**config.mk**
```make
export PLATFORM = sky130hd
export DESIGN_NAME = mem_access_ctrl
export DESIGN_NICKNAME = d
export VERILOG_FILES = /design/src/rtl/mem_access_ctrl.sv
export SDC_FILE = /design/constraint.sdc
export NUM_CORES = 1
export LEC_CHECK = 0
export BUFFER_PORTS_ARGS = -buffer_cell sky130_fd_sc_hd__buf_2
export CORE_ASPECT_RATIO = 0.9
export CORE_UTILIZATION = 30
export DETAILED_ROUTE_END_ITERATION = 8
export PLACE_DENSITY = 0.63
export SYNTH_ARGS = -nofsm -noshare
export SYNTH_HDL_FRONTEND = slang
export SYNTH_SLANG_ARGS = --single-unit
```
**constraint.sdc**
```tcl
create_clock -name clk -period 2.3 [get_ports clk]
set_clock_uncertainty 0.05 [all_clocks]
set_input_delay 0.23 -clock clk [delete_from_list [all_inputs] [get_ports clk]]
set_output_delay 0.23 -clock clk [all_outputs]
set_load 0.02 [all_outputs]
```
**src/rtl/mem_access_ctrl.sv**
```systemverilog
// MEM-stage load/store sequencer: turns EX/MEM accesses into handshaked bus transactions,
// stalls the upstream pipeline while one is outstanding, and abandons it after TIMEOUT cycles.
module mem_access_ctrl #(
  parameter int unsigned TIMEOUT  = 16,
  parameter logic [31:0] ERR_DATA = 32'hDEADBEEF
) (
  input  logic        clk,
  input  logic        rst_n,
  input  logic        MemReadM,
  input  logic        MemWriteM,
  input  logic        RegWriteM,
  input  logic [31:0] ALUResultM,
  input  logic [31:0] WriteDataM,
  output logic        req_valid,
  output logic        req_we,
  output logic [31:0] req_addr,
  output logic [31:0] req_wdata,
  input  logic        req_ready,
  input  logic        resp_valid,
  input  logic [31:0] resp_rdata,
  output logic        StallM,
  output logic        RegWriteGM,
  output logic [31:0] ReadDataM,
  output logic        bus_err
);

  typedef enum logic [1:0] {StIdle, StReq, StResp, StDone} state_e;

  localparam logic [7:0] CntLast = 8'(TIMEOUT - 1);

  state_e      state_q, state_d;
  logic [7:0]  cnt_q, cnt_d;
  logic        req_valid_q, req_valid_d;
  logic        req_we_q, req_we_d;
  logic [31:0] req_addr_q, req_addr_d;
  logic [31:0] req_wdata_q, req_wdata_d;
  logic [31:0] read_data_q, read_data_d;
  logic        bus_err_q, bus_err_d;
  logic        access;
  logic        expired;

  assign access  = MemReadM | MemWriteM;
  assign expired = (cnt_q == CntLast);

  always_comb begin
    state_d     = state_q;
    cnt_d       = cnt_q;
    req_valid_d = req_valid_q;
    req_we_d    = req_we_q;
    req_addr_d  = req_addr_q;
    req_wdata_d = req_wdata_q;
    read_data_d = read_data_q;
    bus_err_d   = bus_err_q;

    unique case (state_q)
      StIdle: begin
        if (access) begin
          state_d     = StReq;
          cnt_d       = 8'd0;
          req_valid_d = 1'b1;
          req_we_d    = MemWriteM;
          req_addr_d  = ALUResultM;
          req_wdata_d = WriteDataM;
        end
      end
      StReq: begin
        cnt_d = cnt_q + 8'd1;
        // A store completes on handshake; a load handshake only opens RESP, so timeout wins.
        if (req_ready && req_we_q) begin
          req_valid_d = 1'b0;
          state_d     = StDone;
        end else if (expired) begin
          req_valid_d = 1'b0;
          bus_err_d   = 1'b1;
          if (!req_we_q) read_data_d = ERR_DATA;
          state_d     = StDone;
        end else if (req_ready) begin
          req_valid_d = 1'b0;
          state_d     = StResp;
        end
      end
      StResp: begin
        cnt_d = cnt_q + 8'd1;
        if (resp_valid) begin
          read_data_d = resp_rdata;
          state_d     = StDone;
        end else if (expired) begin
          bus_err_d   = 1'b1;
          read_data_d = ERR_DATA;
          state_d     = StDone;
        end
      end
      StDone: begin
        state_d = StIdle;
      end
      default: begin
        state_d = StIdle;
      end
    endcase
  end

  always_ff @(posedge clk or negedge rst_n) begin
    if (!rst_n) begin
      state_q     <= StIdle;
      cnt_q       <= 8'd0;
      req_valid_q <= 1'b0;
      req_we_q    <= 1'b0;
      req_addr_q  <= 32'd0;
      req_wdata_q <= 32'd0;
      read_data_q <= 32'd0;
      bus_err_q   <= 1'b0;
    end else begin
      state_q     <= state_d;
      cnt_q       <= cnt_d;
      req_valid_q <= req_valid_d;
      req_we_q    <= req_we_d;
      req_addr_q  <= req_addr_d;
      req_wdata_q <= req_wdata_d;
      read_data_q <= read_data_d;
      bus_err_q   <= bus_err_d;
    end
  end

  // Stall is forced low during reset so the pipeline is not held by a stale access.
  assign StallM     = rst_n & (((state_q == StIdle) & access) |
                               (state_q == StReq) | (state_q == StResp));
  assign RegWriteGM = RegWriteM & (((state_q == StIdle) & ~access) | (state_q == StDone));

  assign req_valid  = req_valid_q;
  assign req_we     = req_we_q;
  assign req_addr   = req_addr_q;
  assign req_wdata  = req_wdata_q;
  assign ReadDataM  = read_data_q;
  assign bus_err    = bus_err_q;

endmodule

```
==> qor.txt <==
First-pass DRT Iterations -> 4
Congestion Overflow GR -> 0
max incr delay on CP -> 530 ps
clk sink count -> 109
height of the die -> 119.8 microns
startpoint types -> flop
Avg Inst Size Synth -> 13.21 sq um
Synth Area in Compound Gates -> 0.02815
Leak -> 0.003183 uW
GPL Wtd Cong -> 0.8006
crit end category -> flop
Mapped Cells -> 350
Clk pwr share -> 0.154
Final Critical Period -> 2209 ps
Layout Utilization -> 0.4201
Die X -> 132.8 microns
commonest non-fill, non-tap cells in the layout -> buf_2 (202), dfrtp_1 (109), mux2_2 (67), nor2_1 (32), inv_1 (27)
total track usage -> 0.1384
placed cells -> 749
switching share of power -> 0.4019
syn nets -> 459
CP required -> 2510 ps
CP max stage cell -> or4b_1
Switch Pwr -> 3877 uW
Critical Path AT -> 2420 ps
slew margin rel. -> 0.6117
top_reg_cell synth -> dfrtp_1
initial antenna violation count -> 0
vias in the first global route -> 3545
total die area -> 15910 sq um
CP Cell Sequence -> ha_1 -> or4b_1 -> o22ai_1 -> o21a_4 -> buf_12 -> mux2i_1
fin. max-slew vios -> 0
outcome -> complete, no violations
H-tree depth -> 3
CORE AREA -> 14870 sq um
post-synthesis mux area share -> 0.2347
Synth Area in XOR/XNOR -> 0.009475
final number of hold-violating endpoints -> 0
Layout Nets -> 672
initial DRC count -> 95
post-synthesis adder-cell area fraction -> 0.01624
drt drc -> 0
Synth Register Bits -> 109
Setup Buffers After CTS -> 0
largest net degree at the start of global routing -> 110
Max-cap violations -> 0
part of the cycle the worst path needs -> 0.9604
commonest non-fill, non-tap cell in the layout -> buf_2
Syn Std Cell Area -> 4622 sq um
Port Buffers -> 203
Post-Route WL -> 10750 microns
row cnt -> 42
final setup vio count -> 0
CTS root buffer -> clkbuf_16
Worst-path clk slew -> 70 ps
area of the multi-input gates -> 1710 sq um
yosys warns -> 0
internal power -> 5770 uW
DR vias -> 3459
worst min path class -> input port to flop
clock latency on the worst-skew pair -> 340 ps
sequential share of the synthesized area -> 0.5901
post-route setup TNS -> 0 ps
# IOs -> 204
worst slew pin tran -> 582.4 ps
post-synth cell types -> 41
Area Growth Syn to Fin -> 35.17%
asr flop ratio synth -> 1.000
sequential share of power -> 0.350
Min Hold Slack -> 59.01 ps
Pwr Density -> 1544 nW/um^2
Setup CP Type -> flop to flop
global-route wire length before repair -> 17310 microns
Longest Clk Path Bufs -> 2
Fillers -> 1404
combinational cell fraction of total power -> 0.496
Final Non-Filler Cells -> 767
Post-synth EDFFs -> 0
Power, Total -> 9646 uW
layout cells sized above 1 -> 0.5423
fmax -> 452.7 MHz
maximum VDD drop -> 749.0 uV
routed vias/inst -> 4.510
largest family of logic cells by synthesized area -> multiplexers
Routed Antenna Nets -> 0
initial core utilization -> 0.3108
CTS buffer count -> 9
Post-DP HPWL -> 7940 microns
WL per Instance -> 14.01 microns
Reg area -> 2728 sq um
Post-Synth Simple-Gate Area -> 0.07742
CTS tree -> built
critical path fanouts, max -> 16
per-stage QoR:
step,setup WS [ps],area [sq um]
global route,-0.1674,6245
floorplan,131.4,4622
detailed placement,41.74,5942
finish,91.17,6247
CTS,25.77,6238
global placement,89.45,5942
synth_stat cells (2+ instances only):
cell / number / area [sq um]
o21a_1: 2 / 15.01
mux2_2: 67 / 754.5
and3_1: 8 / 50.05
dfrtp_1: 109 / 2728
nor2_1: 32 / 120.1
nor4_1: 2 / 12.51
nand4_1: 2 / 12.51
nor3b_1: 2 / 15.01
nand2_1: 7 / 26.28
buf_6: 3 / 33.78
nor2b_1: 2 / 12.51
mux2i_1: 24 / 240.2
nand3_1: 2 / 10.01
inv_1: 27 / 101.4
a21oi_1: 4 / 20.02
xnor2_1: 4 / 35.03
nand3b_1: 2 / 15.01
o21ai_0: 5 / 25.02
buf_2: 2 / 10.01
ha_1: 6 / 75.07
or3_1: 3 / 18.77
mux2_4: 6 / 90.09
clkbuf_1: 10 / 37.54
nor4b_1: 2 / 17.52
timing repair:
item                       4_1_cts  5_1_grt
gates resized for setup          0        2
setup endpoints to repair        0       27
hold endpoints to repair       109        0
hold buffers                     1        0
state kept, by name, summed over array words and instances (netlist names):
| register | flops |
|---|---|
| req_addr | 32 |
| req_wdata | 32 |
| state_q | 2 |
| req_valid | 1 |
| bus_err | 1 |
| cnt_q | 8 |
| ReadDataM | 32 |
| req_we | 1 |
cell families after synthesis:
group	count (synthesis)
flip-flops	109
multiplexers	97
AND/OR/NAND/NOR	70
buffers and inverters	43
AO/OA/AOI/OAI	20
adder cells (fa/ha/maj)	6
XOR/XNOR	5
critical path, delay by kind of cell (launching register included):
| kind | cells | cell delay (ps) |
|---|---|---|
| AND/OR/NAND/NOR | 1 | 530 |
| flip-flops | 1 | 420 |
| AO/OA/AOI/OAI | 2 | 470 |
| adder cells (fa/ha/maj) | 1 | 230 |
| multiplexers | 1 | 220 |
| buffers and inverters | 1 | 200 |
power groups by stage:
stage               combinational, uW  clock (uW)  sequential, uW
finish                           4790        1490            3370
global route                     5120        1640            3490
detailed placement               4820           0            3400
global placement                 4720           0            3360
CTS                              4830        1570            3380
floorplan                        2230           0            4410
worst paths after layout:
path / start / end / slack, ps / cells past startpoint
max: state_q[0] / ReadDataM[25] / 90 / 6
min: ALUResultM[16] / req_addr[16] / 60 / 2
max reg2reg: state_q[0] / ReadDataM[25] / 90 / 6
min reg2reg: bus_err / bus_err / 440 / 1
max in group asynchronous: rst_n / req_wdata[15] / 1290 / 3
min in group asynchronous: rst_n / ReadDataM[17] / 470 / 3
layout make-up:
| type | count | area share |
|---|---|---|
| sequential | 109 | 0.4366 |
| tap | 198 | 0.03966 |
| inverter | 27 | 0.01622 |
| multi-input combinational | 198 | 0.2738 |
| antenna | 1 | 0.0004006 |
| clock inverter | 4 | 0.004807 |
| clock buffer | 12 | 0.04106 |
| timing repair buffer | 218 | 0.1875 |
layer usage:
layer	share of wire	track usage
met1	0.44	0.1722
met2	0.46	0.2235
met3	0.084	0.04816
met4	0.012	0.04598
met5	0	0
Note: power is estimated with default switching activity, not from simulation.
